## config.mk

```make
export PLATFORM = sky130hd
export DESIGN_NAME = led_trail_fader
export DESIGN_NICKNAME = d
export VERILOG_FILES = /design/src/rtl/led_trail_fader.sv
export SDC_FILE = /design/constraint.sdc
export NUM_CORES = 1
export LEC_CHECK = 0
export ABC_CLOCK_PERIOD_IN_PS = 2290
export CORE_ASPECT_RATIO = 1.1
export CORE_MARGIN = 1
export CORE_UTILIZATION = 50
export CTS_CLUSTER_SIZE = 12
export DETAILED_ROUTE_END_ITERATION = 12
export PLACE_DENSITY = 0.77
export SLEW_MARGIN = 20
export SYNTH_ARGS = -nofsm -noshare
export SYNTH_HDL_FRONTEND = slang
export SYNTH_SLANG_ARGS = --single-unit
```

## constraint.sdc

```tcl
create_clock -name clk_50M -period 2.29 [get_ports clk_50M]
set_clock_uncertainty 0.05 [all_clocks]
set_input_delay 0.229 -clock clk_50M [delete_from_list [all_inputs] [get_ports clk_50M]]
set_output_delay 0.229 -clock clk_50M [all_outputs]
set_load 0.05 [all_outputs]
```

## src/rtl/led_trail_fader.sv

```systemverilog
// Comet-tail LED driver: lit channels pass straight through, released channels fade out via per-channel PWM.
// Optional LED_TRAIL_GAMMA_EN squares the brightness level before the PWM compare.
module led_trail_fader #(
    parameter int CH         = 8,
    parameter int PWM_W      = 8,
    parameter int DECAY_DIV  = 65536,
    parameter int DECAY_STEP = 8
) (
    input  logic          clk_50M,
    input  logic          rst,
    input  logic [CH-1:0] pattern_in,
    output logic [CH-1:0] dataout
);

    localparam int DIV_W = $clog2(DECAY_DIV);
    localparam logic [PWM_W-1:0] LVL_MAX  = '1;
    localparam logic [PWM_W-1:0] STEP     = PWM_W'(DECAY_STEP);
    localparam logic [DIV_W-1:0] DIV_LAST = DIV_W'(DECAY_DIV - 1);

    logic [CH-1:0]    pat_q;
    logic [CH-1:0]    dout_q, dout_d;
    logic [PWM_W-1:0] pwm_cnt_q, pwm_cnt_d;
    logic [DIV_W-1:0] div_cnt_q, div_cnt_d;
    logic             tick_q, tick_d;
    logic [PWM_W-1:0] level_q [CH];
    logic [PWM_W-1:0] level_d [CH];

    always_comb begin
        pwm_cnt_d = pwm_cnt_q + PWM_W'(1);
        tick_d    = (div_cnt_q == DIV_LAST);
        div_cnt_d = tick_d ? '0 : div_cnt_q + DIV_W'(1);
    end

    always_comb begin : p_channel
        logic [PWM_W-1:0] eff;
        eff = '0;
        for (int i = 0; i < CH; i++) begin
            level_d[i] = level_q[i];
            if (!pat_q[i]) begin
                level_d[i] = LVL_MAX;
            end else if (tick_q) begin
                level_d[i] = (level_q[i] > STEP) ? level_q[i] - STEP : '0;
            end

`ifdef LED_TRAIL_GAMMA_EN
            // Upper half of level^2 approximates perceived brightness.
            eff = PWM_W'(({{PWM_W{1'b0}}, level_q[i]} * {{PWM_W{1'b0}}, level_q[i]}) >> PWM_W);
`else
            eff = level_q[i];
`endif
            dout_d[i] = pat_q[i] ? !(pwm_cnt_q < eff) : 1'b0;
        end
    end

    always_ff @(posedge clk_50M or negedge rst) begin
        if (!rst) begin
            pat_q     <= '1;
            dout_q    <= '1;
            pwm_cnt_q <= '0;
            div_cnt_q <= '0;
            tick_q    <= 1'b0;
            for (int i = 0; i < CH; i++) begin
                level_q[i] <= '0;
            end
        end else begin
            pat_q     <= pattern_in;
            dout_q    <= dout_d;
            pwm_cnt_q <= pwm_cnt_d;
            div_cnt_q <= div_cnt_d;
            tick_q    <= tick_d;
            for (int i = 0; i < CH; i++) begin
                level_q[i] <= level_d[i];
            end
        end
    end

    assign dataout = dout_q;

endmodule

```

Yosys cells after proc, flatten, opt, wreduce, memory -nomap -nowiden
Cells that the tools add are included.
{"block": "totals", "reg_bits": 105, "in_bits": 10, "out_inout_bits": 8, "wordCells": 89}
{"block": "op_classes", "addsub": 10, "n_lt_le_gt_ge": 16, "n_eq_ne": 9, "mux": 33, "n_reduce_logical": 8}
{"operator": "two-way mux 8 bit", "count": 24}
{"operator": "> comparator 8 x 4 -> 1 bit, second input constant", "count": 8}
{"operator": "less-than comparator 8 bit", "count": 8}
{"operator": "subtractor 8 x 4 -> 8 bit, second input constant", "count": 8}
{"operator": "adder 16 x 1 -> 16 bit, second input constant", "count": 1}
{"operator": "equality test 16 bit, second input constant", "count": 1}
{"operator": "two-way mux 16 bit", "count": 1}
{"operator": "!= test 2 x 1 -> 1 bit, second input constant", "count": 8}
{"operator": "adder 8 x 1 -> 8 bit, second input constant", "count": 1}
{"operator": "logical NOT 1 bit", "count": 8}
{"operator": "two-way mux 1 bit", "count": 8}

Depth between registers and ports, before layout
{"block": "logic_depth", "depth_word": 4, "ltp_mapped": 6, "depth_no_buf": 6}

Worst setup path after synthesis
OpenSTA, ideal clock, no wires.
{"block": "synth_timing", "path_kind": "reg2reg", "start": "register pwm_cnt_q[6]", "end": "register dout_q[0] (netlist: dataout[0])", "setup_time_ns": 0.083, "t_arrival_ns": 1.456, "t_required_ns": 2.157, "setup_slack_ns": 0.701, "stages_incl_launch_ff": 5, "path_buffers": 0, "period_less_slack_ns": 1.589, "cell_sequence": "dfrtp_1 > ha_1 > a21o_1 > a21o_1 > o311a_1"}
{"block": "synth_via", "elab_chain_len": 3}
{"item": "from (decl)", "line_no": "22", "source": "logic [PWM_W-1:0] pwm_cnt_q, pwm_cnt_d;"}
{"item": "from (signal assigned)", "line_no": "68", "source": "pwm_cnt_q <= pwm_cnt_d;"}
{"item": "less-than comparator 8 bit", "line_no": "51", "source": "dout_d[i] = pat_q[i] ? !(pwm_cnt_q < eff) : 1'b0;"}
{"item": "logical NOT 1 bit", "line_no": "51"}
{"item": "two-way mux 1 bit", "line_no": "51"}
{"item": "net dout_d[0]", "line_no": "21", "source": "logic [CH-1:0] dout_q, dout_d;"}
{"item": "to (signal assigned)", "line_no": "67", "source": "dout_q <= dout_d;"}
{"item": "to (decl)", "line_no": "21"}
The timed path passes the listed nets, and every way through them passes these cells.
A chain may end at the register's enable or synchronous reset.

Worst setup path in the final report
{"block": "layout_timing", "start": "register dout_q[1] (netlist: dataout[1])", "end": "output dataout[1]"}
{"item": "to (decl)", "line_no": "12", "source": "output logic [CH-1:0] dataout"}
No word-level cell between the ends.

==> results_dict.tcl <==
set metrics [dict create \
    outcome "finished, final reports clean" \
    clkTransAtPathRegs_ns 0.10 \
    die_w_um 99.4 \
    cp.depth 1 \
    p_leak_uw 0.00299 \
    post-route-drc-count 0 \
    place_area_um2 5540 \
    synth_cells 502 \
    antenna_cells 0 \
    fin_area_um2 5760 \
    dpl.hpwl_um 7280 \
    holdWs_ns 0.200 \
    multi_input_area_um2 2740 \
    preCtsSetupSlack_ns 0.441 \
    relSlewSlack_pct 59.7 \
    drt_iter0_markers 95 \
    cp.required_ns 2.01 \
    gr-total-overflow 0 \
    via_per_inst 5.85 \
    critPathBufInv 1 \
    power_uw 2750 \
    crit_fanout 1 \
    worstSkewPairLatency_ns 0.38 \
    worst_pin_slew_ns 0.605 \
    ant_nets 0 \
    timing.critical_path.cells "clkdlybuf4s50_1" \
    cp-end-kind "primary output" \
    dr.pass1.iters 4 \
    crit_path_end "dataout[1]" \
    cts-root-buf "clkbuf_8" \
    crit_path_start "dataout[1]" \
    tns_ns 0 \
    layout_common_cells "72 x dfrtp_1, 66 x ha_1, 50 x inv_1, 28 x nand3_1" \
    async_reset_ff_share_pct 100 \
    maxCapViolCount 0 \
    layout_commonest_cell "dfrtp_1" \
    ios 18 \
    cpLargestDelayFamily "buffers and inverters" \
    ir_worst_vdd_mv 0.404 \
    cts_made_buffers 9 \
    syn-num-nets 578 \
    power.density_nw_per_um2 478 \
    synth_flop_cell "dfrtp_1" \
    yosysSeqAreaShare_pct 43.0 \
    core_um2 9980 \
    h-tree-depth 3 \
    gp_congestion 0.818 \
    grt_pass1_vias 3888 \
    post-cts-setup-buffers 0 \
    syn_area_um2 5220 \
    crit_slowest_cell "clkdlybuf4s50_1" \
    setup_viol 0 \
    critical_path_class "register to primary output" \
    reg2reg_from "pwm_cnt_q[6]" \
    rows 38 \
    routed_wl_um 10200 \
    rsz0062_at_grt "false" \
    regArea_um2 2250 \
    hold_viol 0 \
    arrival_ns 1.73 \
    drive_above_1_share_pct 12.0 \
    rrSetupSlack_ns 0.42 \
    slew_viol_final 0 \
    clockBufferDepth 2 \
    fin_nets 603 \
    synthDistinctLibCells 41 \
    finalCritPeriodShare_pct 87.9 \
    startpoint_type "register" \
    reg2reg_to "dataout[5]" \
    synth_edf_count 0 \
    r2r_cells 5 \
    grt_antenna_before_repair 0 \
    min_period_ns 2.01 \
    grt_max_degree 48 \
    grt_usage_pct 20.7 \
    start_util_pct 52.3 \
    fillers 852 \
    wire_per_inst_um 15.7 \
    worstHoldPathType "input port to register" \
    portBuffers 17 \
    cts_tree "built" \
    max_stage_delay_ns 0.81 \
    max_freq_mhz 497 \
    ys_ff_latch 89 \
    die-area_um2 10900 \
    grt_first_pass_wirelength_um 17400 \
    area_growth_pct 10.2 \
    avgSynthCellArea_um2 10.4 \
    setup_slack_ns 0.277 \
    chipHeight_um 109 \
    yosys_warnings 0 \
    cts.sinks 89 \
    vias 3816 \
]
[worst min-delay path by stage]
stage / slack, ns / end / startpoint / depth (start not counted)
after floorplan: -0.12 / div_cnt_q[0] / rst / 0
after CTS: 0.19 / pat_q[3] / pattern_in[3] / 1
after global placement: 0.23 / level_q[30] / rst / 1
after detailed placement: 0.24 / level_q[29] / rst / 1
final: 0.20 / pat_q[3] / pattern_in[3] / 1
after global routing: 0.18 / pat_q[3] / pattern_in[3] / 1
[stage by stage]
| stage | utilization [%] | std cells |
|---|---|---|
| floorplan | - | 502 |
| global placement | 55.5 | 635 |
| detailed placement | 55.5 | 635 |
| CTS | 57.6 | 652 |
| global route | 57.6 | 652 |
| finish | 57.6 | 652 |
[power breakdown]
part / total, uW / switching [uW] / leakage [uW] / internal (uW)
combinational: 53.4 / 33.1 / 0.00199 / 20.2
sequential: 1600 / 14.9 / 0.000905 / 1580
clock: 1100 / 585 / 0.0000921 / 511
[metal layers]
metal	share of wire, %	wire length, um	global-route usage, %	vias up
li1	-	-	-	1879
met3	1.7	178	2.88	15
met4	2.0	201	9.77	0
met1	44	4500	23.5	1889
met5	0	0	0	-
met2	52	5340	38.4	33
[logic make-up (layout without fill, tap and decap cells)]
family                   Yosys count  after routing  synth area share, %
flip-flops                        89             89                 43.0
adder cells (fa/ha/maj)           66             66                 15.8
AO/OA/AOI/OAI                    132            132                 18.7
XOR/XNOR                          19             19                 3.19
multiplexers                       1              1                0.192
buffers and inverters             59             89                 4.51
AND/OR/NAND/NOR                  136            136                 14.6
[worst register-to-register path: stages, from the launching register on]
cell and delay, ns:
dfrtp_1 0.68, ha_1 0.35, a21o_1 0.19, a21o_1 0.19, a31o_2 0.21, o311a_1 0.13
[state kept, by name, summed over array words and instances, names as in the netlist]
name           count
div_cnt_q         16
p_channel.eff      6
dataout            8
pat_q              8
tick_q             1
level_q           42
pwm_cnt_q          8
[area by class of cell]
cell class                 count  area share (%)
clock inverter                 7            1.37
clock buffer                   9            2.15
tap                          120            2.61
timing repair buffer          23            3.96
multi-input combinational    354            47.6
inverter                      50            3.26
sequential                    89            39.1
[synth_stat cells, types with 13 or more instances]
cell	instances	share of area (%)
o21a_1	14	2.0
nand3_1	28	2.7
o21ai_0	22	2.1
a21oi_1	13	1.2
dfrtp_1	73	35
nor2_1	17	1.2
dfstp_2	16	8.1
nand2_1	23	1.7
ha_1	66	16
nor3_1	13	1.2
a21o_1	23	3.3
o221ai_1	19	3.2
inv_1	50	3.6
[repair_timing]
action,CTS,global route
hold endpoints to repair,35,0
gates resized for setup,0,0
hold buffers,1,0
(Power assumes the default switching activity.)
